<file path="src/rtl/perf_monitor_if.sv">
// Control, event and read-back signals of the performance monitor.
// PERF_SNAPSHOT_EN adds the snap strobe.
interface perf_monitor_if #(
    parameter int NUM_EVENTS = 8,
    parameter int CNT_WIDTH  = 32,
    parameter int AW         = 6
);
    logic                  en;
    logic                  clr;
    logic [NUM_EVENTS-1:0] event_in;
    logic [31:0]           inst_in;
    logic [AW-1:0]         rd_addr;
`ifdef PERF_SNAPSHOT_EN
    logic                  snap;
`endif
    logic [CNT_WIDTH-1:0]  rd_data;
    logic [NUM_EVENTS:0]   ovf;
    logic                  done;
    logic                  state_dbg;

`ifdef PERF_SNAPSHOT_EN
    modport master (output en, clr, event_in, inst_in, rd_addr, snap,
                    input  rd_data, ovf, done, state_dbg);
    modport slave  (input  en, clr, event_in, inst_in, rd_addr, snap,
                    output rd_data, ovf, done, state_dbg);
`else
    modport master (output en, clr, event_in, inst_in, rd_addr,
                    input  rd_data, ovf, done, state_dbg);
    modport slave  (input  en, clr, event_in, inst_in, rd_addr,
                    output rd_data, ovf, done, state_dbg);
`endif
endinterface

</file>
<file path="src/rtl/perf_monitor.sv">
// Cycle + event performance counters with end-of-program idle detection.
// PERF_SNAPSHOT_EN adds a shadow bank captured by snap, read with rd_addr MSB=1.
module perf_monitor #(
    parameter int NUM_EVENTS  = 8,
    parameter int CNT_WIDTH   = 32,
    parameter int IDLE_THRESH = 50,
    parameter int SATURATE    = 0,
    parameter int AW          = 6
) (
    input logic          CLK,
    input logic          nrst,
    perf_monitor_if.slave bus
);
    // No valid/ready handshake: every input is sampled on each edge and the
    // read port answers with a fixed one-cycle latency.
    localparam int NCNT = NUM_EVENTS + 1;
    localparam int IW   = $clog2(IDLE_THRESH + 1);
    localparam logic [IW-1:0] THRESH = IW'(IDLE_THRESH);

    typedef enum logic {S_RUN = 1'b0, S_DONE = 1'b1} state_t;

    state_t               state;
    logic [CNT_WIDTH-1:0] cnt [NCNT];
    logic [NUM_EVENTS:0]  ovf_q;
    logic [NUM_EVENTS:0]  inc;
    logic [31:0]          last_inst;
    logic [IW-1:0]        idle_cnt;
    logic [IW-1:0]        idle_nxt;
    logic                 active;
    logic [CNT_WIDTH-1:0] rd_sel;

    // Bit 0 is the cycle counter, which increments on every active cycle.
    assign inc    = {bus.event_in, 1'b1};
    assign active = (state == S_RUN) && bus.en && !bus.clr;

    always_comb begin
        idle_nxt = '0;
        if (bus.inst_in == last_inst)
            idle_nxt = (idle_cnt == THRESH) ? idle_cnt : idle_cnt + IW'(1);
    end

    always_ff @(posedge CLK or negedge nrst) begin
        if (!nrst) begin
            for (int i = 0; i < NCNT; i++) cnt[i] <= '0;
            ovf_q     <= '0;
            last_inst <= '0;
            idle_cnt  <= '0;
            state     <= S_RUN;
        end else if (bus.clr) begin
            for (int i = 0; i < NCNT; i++) cnt[i] <= '0;
            ovf_q     <= '0;
            last_inst <= '0;
            idle_cnt  <= '0;
            state     <= S_RUN;
        end else if (active) begin
            for (int i = 0; i < NCNT; i++) begin
                if (inc[i]) begin
                    if (&cnt[i]) begin
                        ovf_q[i] <= 1'b1;
                        cnt[i]   <= (SATURATE != 0) ? cnt[i] : '0;
                    end else begin
                        cnt[i] <= cnt[i] + CNT_WIDTH'(1);
                    end
                end
            end
            last_inst <= bus.inst_in;
            idle_cnt  <= idle_nxt;
            // The final idle cycle is still counted; only later cycles freeze.
            if (idle_nxt == THRESH) state <= S_DONE;
        end
    end

`ifdef PERF_SNAPSHOT_EN
    logic [CNT_WIDTH-1:0] shadow [NCNT];
    logic [AW-2:0]        rd_low;

    assign rd_low = bus.rd_addr[AW-2:0];

    always_ff @(posedge CLK or negedge nrst) begin
        if (!nrst) begin
            for (int i = 0; i < NCNT; i++) shadow[i] <= '0;
        end else if (bus.clr) begin
            for (int i = 0; i < NCNT; i++) shadow[i] <= '0;
        end else if (bus.snap && state == S_RUN) begin
            for (int i = 0; i < NCNT; i++) shadow[i] <= cnt[i];
        end
    end

    always_comb begin
        rd_sel = '0;
        for (int i = 0; i < NCNT; i++)
            if (rd_low == (AW-1)'(i))
                rd_sel = bus.rd_addr[AW-1] ? shadow[i] : cnt[i];
    end
`else
    always_comb begin
        rd_sel = '0;
        for (int i = 0; i < NCNT; i++)
            if (bus.rd_addr == AW'(i)) rd_sel = cnt[i];
    end
`endif

    always_ff @(posedge CLK or negedge nrst) begin
        if (!nrst) bus.rd_data <= '0;
        else       bus.rd_data <= rd_sel;
    end

    assign bus.ovf       = ovf_q;
    assign bus.done      = (state == S_DONE);
    assign bus.state_dbg = state;
endmodule

</file>
<file path="src/flat_wrapper.sv">
// flat-port wrapper written by rule: the top's interface ports become plain ports
module perf_monitor_flat 
#(
    parameter int NUM_EVENTS  = 8,
    parameter int CNT_WIDTH   = 32,
    parameter int IDLE_THRESH = 50,
    parameter int SATURATE    = 0,
    parameter int AW          = 6
)
  (CLK, nrst, bus_en, bus_clr, bus_event_in, bus_inst_in, bus_rd_addr, bus_rd_data, bus_ovf, bus_done, bus_state_dbg);
  perf_monitor_if #(.NUM_EVENTS(NUM_EVENTS), .CNT_WIDTH(CNT_WIDTH), .AW(AW)) bus_i ();
  input logic CLK;
  input logic nrst;
  input wire logic [$bits(bus_i.en)-1:0] bus_en;
  input wire logic [$bits(bus_i.clr)-1:0] bus_clr;
  input wire logic [$bits(bus_i.event_in)-1:0] bus_event_in;
  input wire logic [$bits(bus_i.inst_in)-1:0] bus_inst_in;
  input wire logic [$bits(bus_i.rd_addr)-1:0] bus_rd_addr;
  output wire logic [$bits(bus_i.rd_data)-1:0] bus_rd_data;
  output wire logic [$bits(bus_i.ovf)-1:0] bus_ovf;
  output wire logic [$bits(bus_i.done)-1:0] bus_done;
  output wire logic [$bits(bus_i.state_dbg)-1:0] bus_state_dbg;
  assign bus_i.en = bus_en;
  assign bus_i.clr = bus_clr;
  assign bus_i.event_in = bus_event_in;
  assign bus_i.inst_in = bus_inst_in;
  assign bus_i.rd_addr = bus_rd_addr;
  assign bus_rd_data = bus_i.rd_data;
  assign bus_ovf = bus_i.ovf;
  assign bus_done = bus_i.done;
  assign bus_state_dbg = bus_i.state_dbg;
  perf_monitor #(.NUM_EVENTS(NUM_EVENTS), .CNT_WIDTH(CNT_WIDTH), .IDLE_THRESH(IDLE_THRESH), .SATURATE(SATURATE), .AW(AW)) u_core (.CLK(CLK), .nrst(nrst), .bus(bus_i));
endmodule
</file>
<file path="config.mk">
export PLATFORM = sky130hd
export DESIGN_NAME = perf_monitor_flat
export DESIGN_NICKNAME = d
export VERILOG_FILES = /design/src/rtl/perf_monitor_if.sv /design/src/rtl/perf_monitor.sv /design/src/flat_wrapper.sv
export SDC_FILE = /design/constraint.sdc
export NUM_CORES = 1
export LEC_CHECK = 0
export BUFFER_PORTS_ARGS = -buffer_cell sky130_fd_sc_hd__buf_2
export CAP_MARGIN = 20
export CELL_PAD_IN_SITES_DETAIL_PLACEMENT = 2
export CELL_PAD_IN_SITES_GLOBAL_PLACEMENT = 2
export CORE_ASPECT_RATIO = 1.25
export CORE_UTILIZATION = 30
export CTS_BUF_LIST = sky130_fd_sc_hd__clkbuf_16
export DETAILED_ROUTE_END_ITERATION = 8
export GPL_TIMING_DRIVEN = 0
export HOLD_SLACK_MARGIN = 0.12
export PLACE_DENSITY_LB_ADDON = 0.1
export SLEW_MARGIN = 10
export SYNTH_ARGS = -nofsm -noshare
export SYNTH_HDL_FRONTEND = slang
export SYNTH_SLANG_ARGS = --single-unit
</file>
<file path="constraint.sdc">
create_clock -name CLK -period 5.7 [get_ports CLK]
set_clock_uncertainty 0.05 [all_clocks]
set_input_delay 1.425 -clock CLK [delete_from_list [all_inputs] [get_ports CLK]]
set_output_delay 1.425 -clock CLK [all_outputs]
set_load 0.02 [all_outputs]
</file>
* Word level (Yosys, flattened, before mapping) *
Index checks and enable logic that the tools add are counted.

operators by class
  add/subtract/negate cells = 10
  eq/ne operators = 11
  muxes and demuxes = 56
  bitwise logic cells = 1
  reduce and logical (&&, ||, !) cells = 50

operators by type and width
  kind                     number
  $mux W32                 28
  $mux W288                2
  $add A32 B1 Y32 const B  9
  $reduce_and A32 Y1       9
  $reduce_bool A2 Y1       19
  $eq A32 B32 Y1           1
  $eq A6 B3 Y1 const B     4
  $mux W6                  4
  $reduce_and A3 Y1        8
  $mux W1                  20
  $reduce_and A2 Y1        10
  $mux W9                  2
  $eq A6 B2 Y1 const B     2
  $eq A6 B6 Y1 const B     2
  $add A6 B1 Y6 const B    1
  $eq A6 B1 Y1 const B     1
  $eq A6 B4 Y1 const B     1
  $logic_not A6 Y1         1
  $logic_and A1 B1 Y1      2
  $logic_not A1 Y1         1
  $not A1 Y1               1

storage, ports and cells
  bits in registers = 368
  input bits = 50
  word-level logic and storage cells = 150

* Logic depth before layout (Yosys ltp) *
Gate-level depths: netlist (run 1).

  word-level depth = 10
  depth in mapped cells = 9
  gate-level depth less buffers = 6

* Worst setup path before layout (run 1) *
Ideal clock, no wire load.

  path type = input port to flip-flop
  start point = input port bus_clr
  end point = register u_core.idle_cnt[3]
  arrival = 2.966 ns
  required time = 5.567 ns
  setup slack = 2.600 ns
  stages on the path = 6
  cells stage by stage = buf_2 nor3b_2 nand4_1 nor4_1 a41oi_1 a31oi_1

on the way
  word-level cells in the longest chain between the ends = 3
  elaborated cells on any way between the ends = 4

ends and longest elaborated chain
  element                       RTL line            text
  start, declared               flat_wrapper.sv:15  input wire logic [$bits(bus_i.clr)-1:0] bus_clr;
  $logic_not A1 Y1              perf_monitor.sv:34  assign active = (state == S_RUN) && bus.en && !bus.clr;
  $logic_and A1 B1 Y1           perf_monitor.sv:34
  $reduce_bool A2 Y1 (no line)  -
  end signal, assigned          perf_monitor.sv:67  idle_cnt <= idle_nxt;
  end, declared                 perf_monitor.sv:27  logic [IW-1:0] idle_cnt;

Several ways; a longest one is shown, not always the timed one.
A chain may end at the register's enable or synchronous reset.

* Final worst setup path (run 1) *
  start point = input port bus_clr
  end point = register u_core.ovf_q[5], in the netlist u_core.bus.ovf[5]

on the way
  word-level cells in the longest chain between the ends = 4
  elaborated cells on any way between the ends = 7

ends and longest elaborated chain
  element                        RTL line            text
  $logic_not A1 Y1               perf_monitor.sv:34
  $logic_and A1 B1 Y1            perf_monitor.sv:34
  $reduce_bool A2 Y1 (no line)   -
  $reduce_and A3 Y1 (no line)    -
  end signal, assigned           perf_monitor.sv:45  ovf_q <= '0;
  end signal, assigned           perf_monitor.sv:51  ovf_q <= '0;
  end signal, assigned by index  perf_monitor.sv:59  ovf_q[i] <= 1'b1;
  end, declared                  perf_monitor.sv:24  logic [NUM_EVENTS:0] ovf_q;

Several ways; a longest one is shown, not always the timed one.

==> results of run 1 <==
-- logic make-up after synthesis --
logic type,after synthesis,synth area share
AO/OA/AOI/OAI,454,0.144
XOR/XNOR,213,0.0869
adder cells (fa/ha/maj),11,0.00641
buffers and inverters,193,0.0369
flip-flops,368,0.429
multiplexers,49,0.0232
AND/OR/NAND/NOR,1124,0.273
-- stage by stage --
| step | TNS [ns] | std cells | total power [uW] |
|---|---|---|---|
| after floorplan | 0 | 2412 | 2910 |
| after global placement | -1786.95 | 3444 | 3140 |
| after detailed placement | 0 | 3452 | 3160 |
| after CTS | 0 | 3536 | 6030 |
| after global routing | 0 | 3538 | 6130 |
| final | 0 | 3538 | 5920 |
-- flip-flops by register name (all words and copies together), names as in the netlist --
name	flops
u_core.idle_cnt	6
u_core.last_inst	32
u_core.bus.rd_data	32
u_core.bus.ovf	9
u_core.cnt	288
u_core.bus.done	1
-- power by group --
part           leakage [uW]  switching [uW]  internal, uW  total [uW]
sequential          0.00511            36.7          2640        2680
combinational       0.00404             326           110         436
clock              0.000710            1230          1580        2810
total               0.00986            1600          4330        5920
-- worst paths after layout --
kind                              startpoint                   end  slack, ns  cells after the start
min in group asynchronous               nrst        u_core.cnt[18]       0.62                      1
hold / removal             u_core.bus.ovf[6]     u_core.bus.ovf[6]       0.44                      1
hold reg to reg            u_core.bus.ovf[6]     u_core.bus.ovf[6]       0.44                      1
max in group asynchronous               nrst  u_core.last_inst[16]       3.69                      3
setup reg to reg             u_core.bus.done       u_core.cnt[119]       1.87                      6
setup / recovery                     bus_clr     u_core.bus.ovf[5]       0.96                      6
-- final cells by class --
| type | instances | area, um2 |
|---|---|---|
| sequential | 368 | 9210 |
| timing repair buffer | 99 | 621 |
| clock inverter | 37 | 213 |
| buffer | 144 | 612 |
| tap | 943 | 1180 |
| clock buffer | 47 | 1180 |
| fill | 7916 | 46100 |
| multi-input combinational | 1851 | 11500 |
| inverter | 49 | 184 |
-- worst max-delay path, cell delays in order --
cell and delay, ns:
buf_2 0.39, clkbuf_1 0.72, clkbuf_1 0.84, buf_2 0.66, buf_1 0.89, nor2_1 0.11
-- cell usage in the layout, fill, tap and decap left out, drive strengths merged, types with 16 or more instances in the layout --
| cell type | count |
|---|---|
| dfrtp | 368 |
| nor2 | 283 |
| nand2 | 232 |
| buf | 153 |
| clkbuf | 137 |
| nand3 | 136 |
| nand4 | 135 |
| xnor2 | 133 |
| a21oi | 89 |
| xor2 | 80 |
| o21ai | 80 |
| nor4 | 63 |
| nor3 | 55 |
| inv | 54 |
| a31oi | 51 |
| a22oi | 48 |
| and3 | 46 |
| mux2i | 43 |
| and4 | 40 |
| clkinv | 29 |
| o31ai | 25 |
| and2 | 24 |
| or3 | 22 |
| a221o | 20 |
| o22ai | 18 |
| a21o | 17 |
| or4 | 16 |
-- routing by layer --
layer | vias to the layer above | GRT usage | share of wire
met5 | - | 0 | 0.000092
met3 | 148 | 0.0286 | 0.033
li1 | 9152 | - | -
met2 | 394 | 0.484 | 0.51
met1 | 10600 | 0.326 | 0.41
met4 | 2 | 0.116 | 0.045
==> metrics.md, run 1 <==
| Metric | Value |
|---|---|
| First-pass GRT wire length | 146,000 um |
| PostCTS Resize Cnt | 0 |
| Min Tclk post-route | 4.74 ns |
| Final WL | 97,500 um |
| Final core occ | 0.348 |
| Die Y-Extent | 301 um |
| Measured slew at the worst slew-check pin | ~1.3 ns |
| Post-synth top area cell | dfrtp_1 |
| Max IR drop VDD | 0.000173 V |
| Top cells by count, synth | dfrtp_1 (368), nor2_1 (281), nand2_1 (232) |
| Final WS setup | ~0.96 ns |
| WL/cell | about 28 um |
| Detailed Place HPWL | 75,700 um |
| Input/output buffers | 89 |
| Crit path kind | in2reg |
| Clk buf depth | 3 |
| Status | finished clean |
| Slew Viols, Final | 0 |
| Post-synth EDFFs | 0 |
| Die area | around 73,000 um2 |
| Post-route ant nets | 0 |
| Root buffer cell | clkbuf_16 |
| Min-delay worst type | reg2reg |
| # Post-CTS Setup Buffers | 0 |
| Setup crit end kind | flip-flop |
| Sequential-to-total area share from yosys stat | 0.429 |
| Clk slew on worst S/H paths | 0.06 ns |
| Vias in the first global route | 21,900 |
| All-Layer GR Usage | 0.271 |
| Vias/cell | 5.74 |
| RSZ-0062 raised after global routing | false |
| Most used DFF post-synth | dfrtp_1 |
| Mapped Avg Cell Area | 8.90 um2 |
| Skew-Pair Late Insertion Delay | 0.60 ns |
| Yosys cell types | 82 |
| Post-Synthesis Cell Area | 21,500 um2 |
| H-tree Lvls | 2 |
| Rel. slew slack | 0.102 |
| Max frequency | 211 MHz |
| Period utilisation layout | 0.832 |
| P&R area growth vs syn | 14.9% |
| DP Area | 23,300 um2 |
| Site row count | 109 |
| Place WS | 0.330 ns |
| Synth Register Bits | 368 |
| Nets | 2,621 |
| Leakage | 0.00986 uW |
| Mapped Nets | around 2,500 |
| Syn. warnings | 0 |
| Endpoints failing setup | 0 |
| Sink Count | between 300 and 400 |
| Initial antenna violation count | 3 |
| Grt ovf | 0 |
| # diodes | 0 |
| Share of cells above drive strength 1 | 0.0998 |
| Die X | 241 um |
| Crit-path max FO | 10 |
| Worst Hold Margin | roughly 0.44 ns |
| Core box area | 70,800 um2 |
| Pwr dens | 240 nW/um2 |
| Io pins | 93 |
| Worst Path Required | around 6.1 ns |
| Clock buffer count from CTS | 47 |
| Post-Syn Instances | approximately 2,400 |
| Ys async rst share | 1.00 |
| Initial DRT Pass Iterations | 7 |
| Design area | between 20,000 and 25,000 um2 |
| Max Cap Viol | 0 |
| Cts hold-fix bufs | 0 |
| First DRT Iteration DRCs | 1,172 |
| Most frequent cell after synthesis | dfrtp_1 |
| Via count | 20,300 |
| Crit start category | input pin |
| Drt drc | 0 |
| Top post-synthesis cells by area | dfrtp_1 (43%), xnor2_1 (5.4%), nor2_1 (4.9%) |
| CTS tree | built |
| Largest net degree at the start of global routing | 97 |
| Fin. Hold Viols | 0 |
| Initial Util | 0.303 |
| Arr. time, crit path | 5.11 ns |
| Post-synth top area share | 0.429 |
| Gpl congestion | 0.929 |
(Power assumes the default switching activity.)
==> run 2: changes to the inputs <==
- clock period: 5.7 -> 4.2 ns (I/O delays scaled with it)
==> run 2 against run 1 <==
Register-to-register slack got worse by 1.5 ns. Cell area hardly changed. Via count up 0.30%. Cell count stayed put. Power up 36%. Sequential cell count unchanged. Wire length is essentially flat. Combinational power rose by 36%. Highest routed layer unchanged. Die area stayed put.
==> metrics.md, run 2 (synthesized netlist as in run 1, its figures left out) <==
| Metric | Value |
|---|---|
| Status | finished clean |
| Worst Path Required | 4.66 ns (-1.41 ns) |
| Detailed Place HPWL | 75,700 um (unchanged) |
| Drt drc | 0 (unchanged) |
| RSZ-0062 raised after global routing | false |
| Initial antenna violation count | 3 (unchanged) |
| Root buffer cell | clkbuf_16 |
| Min-delay worst type | in2async |
| Final WL | 97,500 um (about the same) |
| Input/output buffers | 89 (unchanged) |
| R2R depth | 6 (unchanged) |
| Pwr dens | 326 nW/um2 (+36%) |
| Crit path max-delay cell type | clkbuf_1 |
| Max IR drop VDD | 0.000235 V (+36%) |
| Die Y-Extent | 301 um (unchanged) |
| Grt ovf | 0 (unchanged) |
| Placed insts | 3,452 (unchanged) |
| Sink Count | 368 (unchanged) |
| First-pass GRT wire length | 146,000 um (about the same) |
| Cell Chain, Critical Path | buf_2 > clkinv_1 > buf_1 > buf_6 > clkbuf_1 > clkbuf_1 > nand2_1 > o211ai_1 |
| # Post-CTS Setup Buffers | 0 (unchanged) |
| Arr. time, crit path | 4.57 ns (-0.54 ns) |
| Nets | 2,621 (unchanged) |
| Die area | 72,600 um2 (unchanged) |
| DP Area | 23,300 um2 (unchanged) |
| Setup crit end kind | flip-flop |
| Share of cells above drive strength 1 | 0.100 (+0.000385) |
| Via count | 20,400 (+0.30%) |
| Endpoints failing setup | 0 (unchanged) |
| Crit start category | input pin |
| Final std cells w/o fill | 3,538 (unchanged) |
| Slowest Stage Delay on Critical Path | 0.82 ns (-0.07 ns) |
| Largest regs | u_core.cnt: 288 flops, u_core.bus.rd_data: 32 flops, u_core.last_inst: 32 flops |
| Clock buffer count from CTS | 47 (unchanged) |
| Slew Viols, Final | 0 (unchanged) |
| Final setup TNS | 0 ns (unchanged) |
| Crit-path max FO | 10 (unchanged) |
| Largest register FFs | 288 (unchanged) |
| Most used cell, CP | clkbuf_1 |
| Design area | 24,700 um2 (about the same) |
| First DRT Iteration DRCs | 1,264 (+7.8%) |
| Most common cell after layout, fill and taps aside | dfrtp_1 |
| All-Layer GR Usage | 0.271 (about the same) |
| Final core occ | 0.348 (about the same) |
| Site row count | 109 (unchanged) |
| Max frequency | 243 MHz |
| Vias/cell | 5.76 (+0.30%) |
| Largest Register | u_core.cnt |
| Clk slew on worst S/H paths | 0.06 ns (about the same) |
| P&R area growth vs syn | 15.0% (about the same) |
| CTS tree | built |
| Highest-count cells in the layout ignoring fill and taps | dfrtp_1 (368), nor2_1 (281), nand2_1 (232), nand3_1 (135), nand4_1 (134) |
| Measured slew at the worst slew-check pin | 1.32 ns (-0.0123 ns) |
| Core box area | 70,800 um2 (unchanged) |
| Max Cap Viol | 0 (unchanged) |
| Clk buf depth | 3 (unchanged) |
| Fin. Hold Viols | 0 (unchanged) |
| Post-route ant nets | 0 (unchanged) |
| Skew-Pair Late Insertion Delay | 0.60 ns (about the same) |
| Total chip power | 8040 uW (+36%) |
| Min Tclk post-route | 4.11 ns |
| WL/cell | 27.6 um (about the same) |
| Initial Util | 0.303 (unchanged) |
| H-tree Lvls | 2 (unchanged) |
| Gpl congestion | 0.929 (unchanged) |
| Crit path kind | in2reg |
| Vias in the first global route | 21,900 (-0.023%) |
| Rel. slew slack | 0.110 (+0.00826) |
| Die X | 241 um (unchanged) |
| Initial DRT Pass Iterations | 6 (-1) |
| Leakage | 0.00986 uW (about the same) |
| Period utilisation layout | 0.979 |
| Largest net degree at the start of global routing | 97 (unchanged) |
| Io pins | 93 (unchanged) |
| # diodes | 0 (unchanged) |
-- run 2: cell types whose count changed in the layout (fill, tap and decap cells not counted) --
cell             before  now
buf_1                15   14
clkbuf_2              6    7
clkdlybuf4s15_1       0    1
clkbuf_1             83   82
-- run 2: stage by stage --
stage	hold WS (ns)	setup WS, ns
2_1_floorplan	0.415	1.48
6_report	0.249	0.0862
3_5_place_dp	0.429	-0.795
5_1_grt	0.241	0.0752
4_1_cts	0.224	0.177
3_3_place_gp	0.427	-6.03
-- run 2: area by class of cell --
type	instances	area, um2
Fill cell	7913	46100
Multi-Input combinational cell	1851	11500
Sequential cell	368	9210
Tap cell	943	1180
Clock buffer	47	1180
Timing Repair Buffer	99	621
Buffer	144	619
Clock inverter	37	213
Inverter	49	184
-- run 2: worst paths after layout --
| check | start | end | slack, ns |
|---|---|---|---|
| max | bus_clr | u_core.cnt[127] | 0.09 |
| min | nrst | u_core.cnt[18] | 0.25 |
| max reg2reg | u_core.bus.done | u_core.cnt[119] | 0.38 |
| min reg2reg | u_core.bus.ovf[6] | u_core.bus.ovf[6] | 0.44 |
| max in group asynchronous | nrst | u_core.last_inst[16] | 2.57 |
| min in group CLK | u_core.bus.ovf[6] | u_core.bus.ovf[6] | 0.44 |
-- run 2: what timing repair did --
action / in CTS / in global routing
hold buffers: 0 / 0
gates resized for setup: 2 / 0
setup endpoints to repair: 10 / 0
-- run 2: power by group --
group | total (uW) | leakage [uW] | internal [uW] | switching, uW
logic | 592 | 0.00404 | 150 | 443
clock network | 3810 | 0.000710 | 2140 | 1670
registers | 3630 | 0.00511 | 3580 | 49.9
total | 8040 | 0.00986 | 5870 | 2170
-- run 2: worst max-delay path: cells and delay by family --
kind / cells / cell delay, ns
buf+inv: 6 / 2.90
simple gates: 1 / 0.32
compound gates: 1 / 0.25
-- run 2: metal layers --
metal / wire (um) / global-route usage / vias up / part of all wire
li1: - / - / 9155 / -
met1: 40000 / 0.326 / 10700 / 0.41
met3: 3090 / 0.0286 / 143 / 0.032
met2: 50100 / 0.485 / 411 / 0.51
met4: 4230 / 0.115 / 2 / 0.043
met5: 9 / 0 / - / 0.000092
==> run 3: changes to the inputs <==
- REMOVE_ABC_BUFFERS: not set -> 1
==> run 3 against run 2 <==
Via count shrank 3.6%. Global-route usage shrank 2.1 points. First-iteration DRC count shrank 28%. Largest cell class unchanged.
==> metrics.md, run 3 (synthesized netlist as in run 1, its figures left out) <==
| Metric | Value |
|---|---|
| Crit path kind | in2reg |
| Storage cell area | 9210 um2 (unchanged) |
| Period utilisation layout | 0.875 (-0.104) |
| Cell internal pwr | 6380 uW (+8.7%) |
| Sink Count | 368 (unchanged) |
| Worst Path Required | 4.66 ns (about the same) |
| Initial DRT Pass Iterations | 5 (-1) |
| Placed insts | 3,327 (-3.6%) |
| Site row count | 109 (unchanged) |
| Die Y-Extent | 301 um (unchanged) |
| FF-to-FF Start | u_core.cnt[96] |
| Gpl congestion | 0.852 (-8.3%) |
| Clock share of power | 0.509 (+0.035) |
| Crit start category | input pin |
| Final std cells w/o fill | 3,416 (-3.4%) |
| WL/cell | 26.2 um (-4.8%) |
| Input/output buffers | 92 (+3.4%) |
| Skew-Pair Late Insertion Delay | 0.59 ns (about the same) |
| Drt drc | 0 (unchanged) |
| RSZ-0062 raised after global routing | false |
| Endpoints failing setup | 0 (unchanged) |
| Fin. Hold Viols | 0 (unchanged) |
| Clock buffer count from CTS | 47 (unchanged) |
| Slew Viols, Final | 0 (unchanged) |
| Clk slew on worst S/H paths | 0.06 ns (about the same) |
| Min Tclk post-route | 3.68 ns (-0.437 ns) |
| Final WL | 89,700 um (-8.1%) |
| Multi-input gate area | 11,600 um2 (+0.81%) |
| Measured slew at the worst slew-check pin | 1.09 ns (-0.235 ns) |
| Die X | 241 um (unchanged) |
| Combinational power share | 0.065 (-0.009) |
| Via count | 19,600 (-3.6%) |
| Cts hold-fix bufs | 0 (unchanged) |
| Rel. slew slack | 0.276 (+0.166) |
| Status | finished clean |
| Sequential share of power | 0.425 (-0.027) |
| Worst Setup SP | bus_rd_addr[0] |
| Clk buf depth | 3 (unchanged) |
| Setup crit end kind | flip-flop |
| Vias in the first global route | 21,000 (-4.4%) |
| Leakage | 0.00983 uW (-0.32%) |
| Hold Crit Start | u_core.bus.ovf[4] |
| Initial antenna violation count | 1 (-2) |
| Initial Util | 0.303 (unchanged) |
| Largest Register | u_core.cnt |
| Io pins | 93 (unchanged) |
| Nets | 2,499 (-4.7%) |
| # Post-CTS Setup Buffers | 0 (unchanged) |
| Grt ovf | 0 (unchanged) |
| First-pass GRT wire length | 137,000 um (-6.4%) |
| H-tree Lvls | 2 (unchanged) |
| Die area | 72,600 um2 (unchanged) |
| Largest register FFs | 288 (unchanged) |
| Largest regs | u_core.cnt: 288 flops, u_core.bus.rd_data: 32 flops, u_core.last_inst: 32 flops |
| Fillcell total | 7,781 (-1.7%) |
| First DRT Iteration DRCs | 904 (-28%) |
| Max frequency | 272 MHz (+12%) |
| All-Layer GR Usage | 0.250 (-0.0208) |
| Most common cell after layout, fill and taps aside | dfrtp_1 |
| Vias/cell | 5.75 (-0.18%) |
| Switching Power | 2160 uW (-0.26%) |
| Cell Chain, Critical Path | buf_4 > buf_16 > nand2b_1 > nor2_2 > a22oi_1 > a31oi_1 > a221o_1 |
| Highest-count cells in the layout ignoring fill and taps | dfrtp_1 (368), nor2_1 (280), nand2_1 (232), nand3_1 (135), nand4_1 (134) |
| CP top delay family | simple AND/OR/NAND/NOR gates |
| Crit-path max FO | 55 (+45) |
| DP Area | 23,000 um2 (-0.92%) |
| P&R area growth vs syn | 15.1% |
| Share of cells above drive strength 1 | 0.102 (+0.00215) |
| Core box area | 70,800 um2 (unchanged) |
| Bufs and invs on worst path | 2 (-4) |
| CTS tree | built |
| Design area | 24,700 um2 (+0.16%) |
| Largest net degree at the start of global routing | 103 (+6.2%) |
| Max Cap Viol | 0 (unchanged) |
| Slowest Stage Delay on Critical Path | 0.88 ns (+0.06 ns) |
| PostCTS Resize Cnt | 0 (-2) |
| Detailed Place HPWL | 66,900 um (-12%) |
| Arr. time, crit path | 4.13 ns (-0.44 ns) |
| Pwr dens | 346 nW/um2 (+6.1%) |
| Crit path max-delay cell type | nor2_2 |
| Switch share | 0.253 (-0.0166) |
| Root buffer cell | clkbuf_16 |
| Post-route ant nets | 0 (unchanged) |
| Max IR drop VDD | 0.000238 V (+1.2%) |
| Min-delay worst type | reg2reg |
run 3: stage by stage:
stage          hold WS, ns  power [uW]  utilization  setup slack [ns]  TNS (ns)
2_1_floorplan        0.415        3900            -           -0.0934     -1.78
3_3_place_gp         0.422        4210        0.318             -6.21  -3232.70
3_5_place_dp         0.429        4270        0.326           -0.0149   -0.0262
4_1_cts              0.443        8680        0.348             0.580         0
5_1_grt              0.457        8860        0.349             0.400         0
6_report             0.437        8540        0.349             0.523         0
run 3: final cells by class:
| cell class | count | area share |
|---|---|---|
| well taps | 943 | 0.0478 |
| clock buffers | 49 | 0.0496 |
| multi-input cells | 1851 | 0.468 |
| clock inverters | 34 | 0.0156 |
| flip-flops and latches | 368 | 0.373 |
| inverters | 49 | 0.00750 |
| repair buffers | 121 | 0.0388 |
| diodes | 1 | 0.000101 |
run 3: worst register-to-register path, cell delays in order (launching register included):
cell	delay, ns
dfrtp_1	0.45
ha_1	0.26
nand4_1	0.15
nor2_1	0.53
nand4_1	0.90
nand2_1	0.80
o21ai_0	0.18
run 3: power by group through the flow:
stage	combinational (uW)	sequential, uW	clock [uW]
2_1_floorplan	219	3680	0
3_3_place_gp	512	3700	0
3_5_place_dp	568	3700	0
4_1_cts	570	3630	4480
5_1_grt	613	3640	4610
6_report	557	3630	4350
run 3: path summary, 6_finish.rpt:
| path | cells after the start | slack [ns] | endpoint |
|---|---|---|---|
| worst min register to register | 1 | 0.44 | u_core.bus.ovf[4] |
| max in group asynchronous | 3 | 2.19 | u_core.last_inst[17] |
| min in group asynchronous | 1 | 0.46 | u_core.bus.ovf[5] |
| worst max-delay path | 7 | 0.52 | u_core.bus.rd_data[29] |
| worst min-delay path | 1 | 0.44 | u_core.bus.ovf[4] |
| worst max register to register | 6 | 0.73 | u_core.cnt[104] |
run 3: per-layer routing:
metal	vias to the layer above	share of wire	global-route usage
met5	-	0	0
met4	0	0.043	0.102
met3	113	0.027	0.0264
met2	286	0.51	0.444
met1	10300	0.42	0.305
li1	8932	-	-
